<file path="src/rtl/multi_ball_renderer.sv">
// multi_ball_renderer: draws NUM_BALLS bouncing balls with drop shadows on a solid background.
// Positions advance once per frame during vblank; pixel colour comes from a 2-stage pipeline.
module multi_ball_renderer #(
  parameter int NUM_BALLS     = 2,
  parameter int BALL_SIZE     = 20,
  parameter int SHADOW_MARGIN = 4,
  parameter int H_RES         = 640,
  parameter int V_RES         = 480
) (
  input  logic       clk,
  input  logic       rst_n,
  input  logic [9:0] hpos,
  input  logic [9:0] vpos,
  input  logic       display_on,
  input  logic       hsync_in,
  input  logic       vsync_in,
  input  logic [2:0] speed,
  input  logic       pause,
  output logic [5:0] rgb,
  output logic       hsync_o,
  output logic       vsync_o,
  output logic       busy
);

  localparam logic [10:0] X_MIN    = 11'(BALL_SIZE);
  localparam logic [10:0] X_MAX    = 11'(H_RES - 1 - BALL_SIZE);
  localparam logic [10:0] Y_MIN    = 11'(BALL_SIZE);
  localparam logic [10:0] Y_MAX    = 11'(V_RES - 1 - BALL_SIZE);
  localparam logic [20:0] R_BALL2  = 21'(BALL_SIZE * BALL_SIZE);
  localparam logic [20:0] R_SHAD2  = 21'((BALL_SIZE + SHADOW_MARGIN) * (BALL_SIZE + SHADOW_MARGIN));
  localparam logic [1:0]  LAST_IDX = 2'(NUM_BALLS - 1);
  localparam logic [5:0]  C_SHADOW = 6'b01_01_01;
  localparam logic [5:0]  C_BG     = 6'b00_00_10;

  typedef enum logic {S_IDLE, S_UPDATE} state_t;

  function automatic logic [10:0] init_x(input int i);
    return 11'(BALL_SIZE + ((i + 1) * (H_RES - 2 * BALL_SIZE)) / (NUM_BALLS + 1));
  endfunction

  // Returns {new_dir, new_pos}; clamps to the wall and reflects on contact.
  function automatic logic [11:0] axis_step(input logic [10:0] p, input logic dir,
                                            input logic [2:0] spd,
                                            input logic [10:0] lo, input logic [10:0] hi);
    logic [10:0] sum;
    logic [10:0] lim;
    sum = p + {8'd0, spd};
    lim = lo + {8'd0, spd};
    if (spd == 3'd0)  return {dir, p};
    if (dir) begin
      if (sum >= hi)  return {1'b0, hi};
      else            return {1'b1, sum};
    end else begin
      if (p < lim)    return {1'b1, lo};
      else            return {1'b0, p - {8'd0, spd}};
    end
  endfunction

  function automatic logic [9:0] abs_diff(input logic [10:0] a, input logic [10:0] b);
    return (a >= b) ? 10'(a - b) : 10'(b - a);
  endfunction

  function automatic logic [5:0] palette(input int i);
    case (i)
      0:       return 6'b11_10_00;
      1:       return 6'b11_00_00;
      2:       return 6'b00_11_00;
      default: return 6'b11_00_11;
    endcase
  endfunction

  state_t      state_q;
  logic [1:0]  idx_q;
  logic [2:0]  spd_q;
  logic        busy_q;
  logic        trigger;

  logic [10:0] x_q    [NUM_BALLS];
  logic [10:0] y_q    [NUM_BALLS];
  logic        xdir_q [NUM_BALLS];
  logic        ydir_q [NUM_BALLS];
  logic [10:0] x_d    [NUM_BALLS];
  logic [10:0] y_d    [NUM_BALLS];
  logic        xdir_d [NUM_BALLS];
  logic        ydir_d [NUM_BALLS];

  logic [10:0] cur_x, cur_y;
  logic        cur_xdir, cur_ydir;
  logic [11:0] step_x, step_y;

  assign trigger = (hpos == 10'd0) && (vpos == 10'(V_RES)) && !pause;

  always_ff @(posedge clk or negedge rst_n) begin
    if (!rst_n) begin
      state_q <= S_IDLE;
      idx_q   <= 2'd0;
      spd_q   <= 3'd0;
      busy_q  <= 1'b0;
    end else begin
      case (state_q)
        S_IDLE: if (trigger) begin
          state_q <= S_UPDATE;
          idx_q   <= 2'd0;
          spd_q   <= speed;
          busy_q  <= 1'b1;
        end
        S_UPDATE: if (idx_q == LAST_IDX) begin
          state_q <= S_IDLE;
          busy_q  <= 1'b0;
        end else begin
          idx_q   <= idx_q + 2'd1;
        end
        default: state_q <= S_IDLE;
      endcase
    end
  end

  // One shared step per axis, steered to the ball selected by idx_q.
  always_comb begin
    cur_x    = '0;
    cur_y    = '0;
    cur_xdir = 1'b0;
    cur_ydir = 1'b0;
    for (int i = 0; i < NUM_BALLS; i++) begin
      if (idx_q == 2'(i)) begin
        cur_x    = x_q[i];
        cur_y    = y_q[i];
        cur_xdir = xdir_q[i];
        cur_ydir = ydir_q[i];
      end
    end
    step_x = axis_step(cur_x, cur_xdir, spd_q, X_MIN, X_MAX);
    step_y = axis_step(cur_y, cur_ydir, spd_q, Y_MIN, Y_MAX);
    for (int i = 0; i < NUM_BALLS; i++) begin
      x_d[i]    = x_q[i];
      y_d[i]    = y_q[i];
      xdir_d[i] = xdir_q[i];
      ydir_d[i] = ydir_q[i];
      if (state_q == S_UPDATE && idx_q == 2'(i)) begin
        x_d[i]    = step_x[10:0];
        y_d[i]    = step_y[10:0];
        xdir_d[i] = step_x[11];
        ydir_d[i] = step_y[11];
      end
    end
  end

  always_ff @(posedge clk or negedge rst_n) begin
    if (!rst_n) begin
      for (int i = 0; i < NUM_BALLS; i++) begin
        x_q[i]    <= init_x(i);
        y_q[i]    <= 11'(V_RES / 2);
        xdir_q[i] <= ((i & 1) == 0);
        ydir_q[i] <= ((i & 2) == 0);
      end
    end else begin
      for (int i = 0; i < NUM_BALLS; i++) begin
        x_q[i]    <= x_d[i];
        y_q[i]    <= y_d[i];
        xdir_q[i] <= xdir_d[i];
        ydir_q[i] <= ydir_d[i];
      end
    end
  end

  // Stage 1: per-ball distances plus delayed blanking and syncs.
  logic [9:0] dx_p1_d [NUM_BALLS];
  logic [9:0] dy_p1_d [NUM_BALLS];
  logic [9:0] dx_p1_q [NUM_BALLS];
  logic [9:0] dy_p1_q [NUM_BALLS];
  logic       de_p1_q, hs_p1_q, vs_p1_q;

  always_comb begin
    for (int i = 0; i < NUM_BALLS; i++) begin
      dx_p1_d[i] = abs_diff({1'b0, hpos}, x_q[i]);
      dy_p1_d[i] = abs_diff({1'b0, vpos}, y_q[i]);
    end
  end

  always_ff @(posedge clk or negedge rst_n) begin
    if (!rst_n) begin
      for (int i = 0; i < NUM_BALLS; i++) begin
        dx_p1_q[i] <= '0;
        dy_p1_q[i] <= '0;
      end
      de_p1_q <= 1'b0;
      hs_p1_q <= 1'b0;
      vs_p1_q <= 1'b0;
    end else begin
      for (int i = 0; i < NUM_BALLS; i++) begin
        dx_p1_q[i] <= dx_p1_d[i];
        dy_p1_q[i] <= dy_p1_d[i];
      end
      de_p1_q <= display_on;
      hs_p1_q <= hsync_in;
      vs_p1_q <= vsync_in;
    end
  end

  // Stage 2: squared distance, hit tests and colour priority.
  logic [20:0] d2;
  logic        ball_any, shad_any;
  logic [5:0]  ball_col;
  logic [5:0]  rgb_p2_d, rgb_p2_q;
  logic        hs_p2_q, vs_p2_q;

  always_comb begin
    d2       = '0;
    ball_any = 1'b0;
    shad_any = 1'b0;
    ball_col = '0;
    for (int i = NUM_BALLS - 1; i >= 0; i--) begin
      d2 = 21'(dx_p1_q[i]) * 21'(dx_p1_q[i]) + 21'(dy_p1_q[i]) * 21'(dy_p1_q[i]);
      if (d2 <= R_BALL2) begin
        ball_any = 1'b1;
        ball_col = palette(i);
      end
      if (d2 <= R_SHAD2) shad_any = 1'b1;
    end
    if (!de_p1_q)      rgb_p2_d = 6'b00_00_00;
    else if (ball_any) rgb_p2_d = ball_col;
    else if (shad_any) rgb_p2_d = C_SHADOW;
    else               rgb_p2_d = C_BG;
  end

  always_ff @(posedge clk or negedge rst_n) begin
    if (!rst_n) begin
      rgb_p2_q <= '0;
      hs_p2_q  <= 1'b0;
      vs_p2_q  <= 1'b0;
    end else begin
      rgb_p2_q <= rgb_p2_d;
      hs_p2_q  <= hs_p1_q;
      vs_p2_q  <= vs_p1_q;
    end
  end

  assign rgb     = rgb_p2_q;
  assign hsync_o = hs_p2_q;
  assign vsync_o = vs_p2_q;
  assign busy    = busy_q;

endmodule

</file>
<file path="config.mk">
export PLATFORM = sky130hd
export DESIGN_NAME = multi_ball_renderer
export DESIGN_NICKNAME = d
export VERILOG_FILES = /design/src/rtl/multi_ball_renderer.sv
export SDC_FILE = /design/constraint.sdc
export NUM_CORES = 1
export LEC_CHECK = 0
export CAP_MARGIN = 20
export CORE_ASPECT_RATIO = 0.75
export CORE_UTILIZATION = 48
export DETAILED_ROUTE_END_ITERATION = 10
export DONT_BUFFER_PORTS = 1
export PLACE_DENSITY = 0.75
export SLEW_MARGIN = 20
export SYNTH_ARGS = -nofsm -noshare
export SYNTH_HDL_FRONTEND = slang
export SYNTH_SLANG_ARGS = --single-unit
</file>
<file path="constraint.sdc">
create_clock -name clk -period 9.48 [get_ports clk]
set_clock_uncertainty 0.2 [all_clocks]
set_input_delay 1.896 -clock clk [delete_from_list [all_inputs] [get_ports clk]]
set_output_delay 1.896 -clock clk [all_outputs]
set_load 0.01 [all_outputs]
</file>
==> results list, run 1 <==
- From bottom edge to top edge, the die measures 182 µm.
- By startpoint and endpoint, the worst setup path is classified as reg -> reg.
- Part of the Yosys area used for sequential elements: 12.8%
- Stage delay of the slowest cell on the critical path: 0.61 ns
* Slew Limit Headroom: 28.3%
- Source-to-sink clock delay at the later pin of the worst-skew pair: 0.39 ns
- Entering global routing, the biggest net connects 106 pins.
* Top achievable clock speed: 131 MHz
* Leading cell type in the layout, fill and taps excluded: inv_1
- Cell variety after synth: 77
- The slowest stage of the critical path belongs to the cell dfrtp_1.
- Most used cells in the layout excluding fill and tap cells: 482 x inv_1, 272 x fa_1, 265 x ha_1
- Starting density of the core: 48.9%
* Kind of cell adding the most delay to the critical path: adder cells
- Syn Nets: 2927
* Clock transition at the registers of the reported paths: 0.09 ns
- The routed design could run at a clock period as short as 7.62 ns.
* Arrival time at the worst endpoint: 7.73 ns
* Net total in the final layout: 2878
- Initial antenna violation count: 0
- The number of placed instances, taps included, is 2869.
* Required time reported for the critical path endpoint: 9.59 ns
* Die area: 43900 µm²
* Cell at the root of the clock tree: clkbuf_16
* Buf+Inv Stages, Crit Path: 5
* Combined global-route utilization of all metal layers: 23.5%
- Worst Hold Class: reg -> reg
* Final-layout setup total negative slack: 0 ns
* Horizontal die dimension: 242 µm
- The tree built by TritonCTS fans out to 105 sinks.
* Cell Count, Final, Fillers Out: 2885
- Unrepaired setup endpoints after global routing: false
- The tightest hold path in the finished design has a slack of 0.151 ns.
* Clock tree from TritonCTS: yes
- The count of nets left with antenna violations once routing finished came out at 0.
* Area of the mapped netlist: 20700 µm²
- Walking the worst path, the cells encountered are nand2_1 > fa_1 > inv_1 > fa_1 > inv_1 > fa_1 > inv_1 > fa_1 > fa_1 > fa_1 > inv_1 > fa_1 > inv_1 > ha_1 > a211o_1 > a2111oi_2 > nor2_1 > or3_1 > a2111o_1 > nor4_1 > nand3_1 > o21ai_0 > nor3b_1.
- The total count of hold-check failures in the final report came to 0.
- The flow ran to the end, and the final reports show no timing, DRC or antenna violations.
- The final max-slew violation count was 0.
- For this block, the initial DRC count from the detailed router was 1300.
- Yosys mapped a number of flops with a built-in enable equal to 0.
- The floorplan has 65 rows.
- The detailed router placed 16200 vias in this run.
- The worst setup path is captured at a flop.
- Total Wirelength: 49900 µm
- Maximum fanout along the worst path: 12
* Number of storage elements in the synthesis netlist: 105
- Count of buffers inserted at the top-level ports: 0
* Transition time of the tightest slew-check pin: 1.07 ns
- At the end of routability-driven placement, the weighted congestion stood at 0.971.
* Post-route clock period utilization: 80.4%
* GRT overflow: 0
- The first detailed-routing pass took 5 iterations.
* Via density: 5.61
- Core area: 42200 µm²
- The number of global-route vias before repair came to 16600.
- Layout cells sized above 1: 4.36%
* Most used DFF post-synth: dfrtp_1
* Final design utilization: 50.8%
- STA classifies the critical path startpoint as a flop.
* Number of H-tree branching levels: 3
- CTS buffer count: 9
* Post-cts sizing count: 0
- Post-DR wirelength/cell: 17.3 µm
* Number of fill cells: 3859
- Max capacitance violation total: 0
- Placed wire-length estimate: 42100 µm
- Area added between synthesis and finish: 3.89%
- For this run, design rule violations remaining after detail routing come to 0.
- Diodes inserted: 0
* Final Setup Violations: 0
- Wire length of the first global-routing pass: 83400 µm
* Post-synthesis async set-or-reset flop share: 100%
* Mapped Cells: 2360
- Yosys warnings: 0
- Counting stages on the worst path, the most repeated cell is fa_1.
- Clk buf depth: 2
- Buffers inserted by post-CTS timing repair: 0
- Number of hold buffers added after CTS: 0
- A synthesized cell averages 8.75 µm².
- For this design the top-level I/O count stands at 38.
==> layer usage <==
| metal | share of wire (%) | wire, µm | track usage, % |
|---|---|---|---|
| met1 | 46 | 22800 | 32.7 |
| met2 | 45 | 22600 | 38.1 |
| met3 | 7.2 | 3570 | 3.99 |
| met4 | 2.0 | 976 | 5.89 |
| met5 | 0 | 0 | 0 |
==> registers in the layout (all words and copies together), names as in the netlist, 2 cells and up <==
name     count
dx_p1_q     20
dy_p1_q     20
idx_q        2
rgb          5
spd_q        3
x_q         22
xdir_q       2
y_q         22
ydir_q       2
==> worst paths after layout <==
| check | end | slack (ns) | cells after the start | from |
|---|---|---|---|---|
| setup / recovery | rgb[2] | 1.86 | 23 | dx_p1_q[12] |
| hold / removal | vsync_o | 0.15 | 0 | vs_p1_q |
| setup reg to reg | rgb[2] | 1.86 | 23 | dx_p1_q[12] |
| hold reg to reg | vsync_o | 0.15 | 0 | vs_p1_q |
| max in group asynchronous | y_q[6] | 7.86 | 0 | rst_n |
| min in group asynchronous | idx_q[0] | 0.99 | 0 | rst_n |
==> synthesized netlist by cell type, types with 9 or more instances <==
| library cell | instances | share of area [%] |
|---|---|---|
| clkbuf_1 | 59 | 1.1 |
| a22oi_1 | 11 | 0.40 |
| nand3b_1 | 9 | 0.33 |
| o21ai_0 | 98 | 2.4 |
| dfstp_2 | 20 | 2.5 |
| or2_2 | 11 | 0.33 |
| o21a_1 | 19 | 0.69 |
| nand2b_1 | 29 | 0.88 |
| o211ai_1 | 19 | 0.69 |
| nand2_1 | 221 | 4.0 |
| a311oi_1 | 11 | 0.47 |
| and3_1 | 14 | 0.42 |
| ha_1 | 266 | 16 |
| a211oi_1 | 15 | 0.55 |
| and2_1 | 114 | 3.5 |
| mux2i_1 | 27 | 1.3 |
| mux2_2 | 28 | 1.5 |
| nand3_1 | 23 | 0.56 |
| xor2_1 | 32 | 1.4 |
| a31oi_1 | 14 | 0.42 |
| nor3b_1 | 10 | 0.36 |
| nor4_1 | 16 | 0.48 |
| dfrtp_1 | 85 | 10 |
| a21oi_1 | 93 | 2.3 |
| nor2b_1 | 24 | 0.73 |
| a21o_1 | 34 | 1.2 |
| fa_1 | 272 | 26 |
| nor2_1 | 82 | 1.5 |
| nor3_1 | 23 | 0.56 |
| inv_1 | 482 | 8.8 |
| xnor2_1 | 52 | 2.2 |
| nand4_1 | 15 | 0.45 |
==> cell families (layout without fill, tap and decap cells) <==
family | count (synthesis) | count (layout) | share of synthesized area [%]
xor+xnor | 84 | 84 | 3.56
flops | 105 | 105 | 12.8
buf+inv | 552 | 508 | 10.2
fa+ha+maj | 538 | 538 | 42.5
compound gates | 417 | 417 | 13.4
simple gates | 609 | 609 | 14.8
mux | 55 | 55 | 2.83
==> layout make-up <==
class,instances,area [µm²],share of cell area (%)
inverters,482,1810,8.43
repair buffers,10,75.1,0.350
clock buffers,9,225,1.05
clock inverters,7,71.3,0.332
flip-flops and latches,105,2650,12.4
well taps,569,712,3.32
multi-input cells,1703,15900,74.2
==> stage by stage <==
step,setup slack [ns],area [µm²]
6_report,1.86,21500
5_1_grt,1.48,21500
4_1_cts,1.85,21500
3_5_place_dp,1.86,21200
3_3_place_gp,2.07,21200
2_1_floorplan,2.25,20700
Power of run 1 is not shown: default switching activity piles up to over one toggle a cycle in this logic, so the estimate is an artifact.
==> inputs of run 2 (changes only) <==
clock period = 7.1 ns   (was 9.48 ns; I/O delays follow)
==> run 2 against run 1 <==
Net effect: sequential share of layout area fell by 0.54 points; routed wire length is 3.4% higher; die area unchanged; maximum frequency grew 11%; via count is 3.0% higher; worst hold slack worse by 0.0018 ns; final cell count up 3.6%.
==> results list, run 2 (same netlist as run 1, synthesis figures left out) <==
- The width of the die is 242 µm (unchanged).
- Clock tree from TritonCTS: yes
- Slew Limit Headroom: 33.4% (+5.1 points)
- Clock transition at the registers of the reported paths: 0.08 ns (about the same)
- The maximum fanout along the worst path came to 4 (-8).
- Top achievable clock speed: 146 MHz (+11%)
- Register area: 2670 µm² (+0.66%)
- Number of nets with antenna violations after routing: 0 (unchanged)
- The path class of the tightest hold or removal check is reg -> reg.
* Diodes inserted: 0 (unchanged)
* Slew Limit Fails: 0 (unchanged)
* Most frequent cell on the critical path: fa_1
* CTS buffer count: 9 (unchanged)
- The proportion of layout cells with a drive suffix above 1 came to 11.4% (+7.0 points).
* Initial detailed-routing violation count: 1197 (-7.9%)
- Via density: 5.57 (-0.60%)
- Kind of end point of the critical path: flop
- DRT Pass-1 Iters: 6 (+1)
- The effective utilization at floorplan is 48.9% (unchanged).
- Required time reported for the critical path endpoint: 7.24 ns (-2.35 ns)
* Most used cells in the layout excluding fill and tap cells: 477 x inv_1, 267 x fa_1, 256 x ha_1
- Number of hold buffers added after CTS: 0 (unchanged)
- Leading cell type in the layout, fill and taps excluded: inv_1
* Total Wirelength: 51600 µm (+3.4%)
- The final worst hold slack came to 0.149 ns (-0.00178 ns).
- The flow ran to the end, and the final reports show no timing, DRC or antenna violations.
* Count of buffers inserted at the top-level ports: 0 (unchanged)
- The vias after detailed routing is 16700 (+3.0%).
* Std-Cell Rows: 65 (unchanged)
* Number of H-tree branching levels: 3 (unchanged)
- Vias in the first global route: 17100 (+3.1%)
- Count of cell instances traversed by the critical path: 22 (-4.3%)
- Height of the chip: 182 µm (unchanged)
- Kind of start point of the critical path: flop
- The critical path buffer and inverter count was 4 (-1).
- The maximum root-to-sink buffer count is 2 (unchanged).
- The detailed placement HPWL came to 43500 µm (+3.2%).
- The pin count of the biggest net entering global routing was 106 (unchanged).
* Slowest cell on the critical path: fa_1
- Source-to-sink clock delay at the later pin of the worst-skew pair: 0.39 ns (about the same)
- Traced cell by cell, the critical path runs through and2_1 > fa_2 > fa_1 > inv_2 > fa_1 > inv_1 > fa_1 > fa_1 > fa_1 > inv_1 > fa_1 > inv_2 > ha_4 > a211o_1 > a2111oi_4 > nor2_1 > or3_1 > a2111o_1 > nor4_4 > nand3_1 > o21ai_2 > and2_1.
* Wire length of the first global-routing pass: 86700 µm (+3.9%)
* Fin. Hold Viols: 0 (unchanged)
- Transition time of the tightest slew-check pin: 0.991 ns (-0.0752 ns)
* Max capacitance violation total: 0 (unchanged)
- Initial antenna violation count: 2 (+2)
- Post-route clock period utilization: 96.5% (+16 points)
- The final critical path time including I/O delays and setup came to 6.85 ns (-0.774 ns).
- In the final layout, the registers with the most flip-flops are x_q (22), y_q (22).
- Placer Congestion: 0.946 (-2.7%)
- Worst r2r path cells: 22 (-4.3%)
- The area of the core region was 42200 µm² (unchanged).
- Arrival time at the worst endpoint: 6.98 ns (-0.75 ns)
- The total congestion overflow is 0 (unchanged).
- Clock tree synthesis selected as its root buffer the cell clkbuf_16.
- The number of endpoints failing setup at the final stage is 0 (unchanged).
- Number of fill cells: 3765 (-2.4%)
- I/O Pins: 38 (unchanged)
- The critical path's largest stage delay is 0.57 ns (-0.04 ns).
- Post-DR wirelength/cell: 17.3 µm (-0.24%)
- The count of cells along the worst hold path is 0 (unchanged).
- The net count reported at finish was 2983 (+3.6%).
- The global-route total usage across every layer came to 24.4% (+0.91 points).
- Among cell families on the critical path, the largest total delay comes from adder cells.
- Compared with the post-synthesis result, the final layout area differs by 9.32%.
- The count of clock tree sinks was 105 (unchanged).
- The area of the multi-input gates was 16200 µm² (+1.8%).
- Die area: 43900 µm² (unchanged)
* Classification of the worst setup path: reg -> reg
* DR DRC count: 0 (unchanged)
run 2: cell type report:
type                    instances  share of cell area (%)
clock buffers                  12                    1.09
flip-flops and latches        105                    11.8
repair buffers                115                    3.92
well taps                     569                    3.15
multi-input cells            1703                    71.7
inverters                     482                    8.01
clock inverters                 4                   0.260
run 2: worst register-to-register path, delay by kind of cell (launching register included):
family                     cells  cell delay [ns]
DFF                            1             0.41
adders and majority gates      8             3.60
buffers and inverters          4             0.20
and+or+nand+nor                6             1.17
AOI/OAI and AO/OA              4             1.22
run 2: per-layer routing:
layer / track usage, % / up-vias / share of wire (%)
li1: - / 7795 / -
met2: 39.9 / 510 / 46
met1: 34.2 / 8288 / 46
met4: 4.76 / 2 / 1.8
met5: 0 / - / 0.033
met3: 4.09 / 68 / 6.1
run 2: worst paths after layout:
path / slack, ns / end / start
hold reg to reg: 0.15 / hsync_o / hs_p1_q
hold / removal: 0.15 / hsync_o / hs_p1_q
min in group asynchronous: 0.52 / x_q[21] / rst_n
setup reg to reg: 0.25 / rgb[5] / dx_p1_q[17]
max in group asynchronous: 5.95 / y_q[6] / rst_n
setup / recovery: 0.25 / rgb[5] / dx_p1_q[17]
run 2: timing repair:
item,CTS,global route
setup buffers,0,12
resized for setup,6,80
endpoints found under the hold margin,0,0
setup endpoints to repair,3,5
pin swaps,2,45
run 2: through the flow:
step / cell area [µm²] / setup TNS, ns / cells / setup slack, ns / utilization, %
final: 22600 / 0 / 2990 / 0.251 / 53.5
after global routing: 22600 / -0.135 / 2990 / -0.0722 / 53.5
after CTS: 22200 / 0 / 2978 / 0.0160 / 52.6
after detailed placement: 21900 / -0.280 / 2962 / -0.131 / 51.9
after global placement: 21900 / 0 / 2962 / 0.0183 / 51.9
after floorplan: 20700 / 0 / 2360 / 0.0619 / -
Power of run 2 is left out for the same reason.
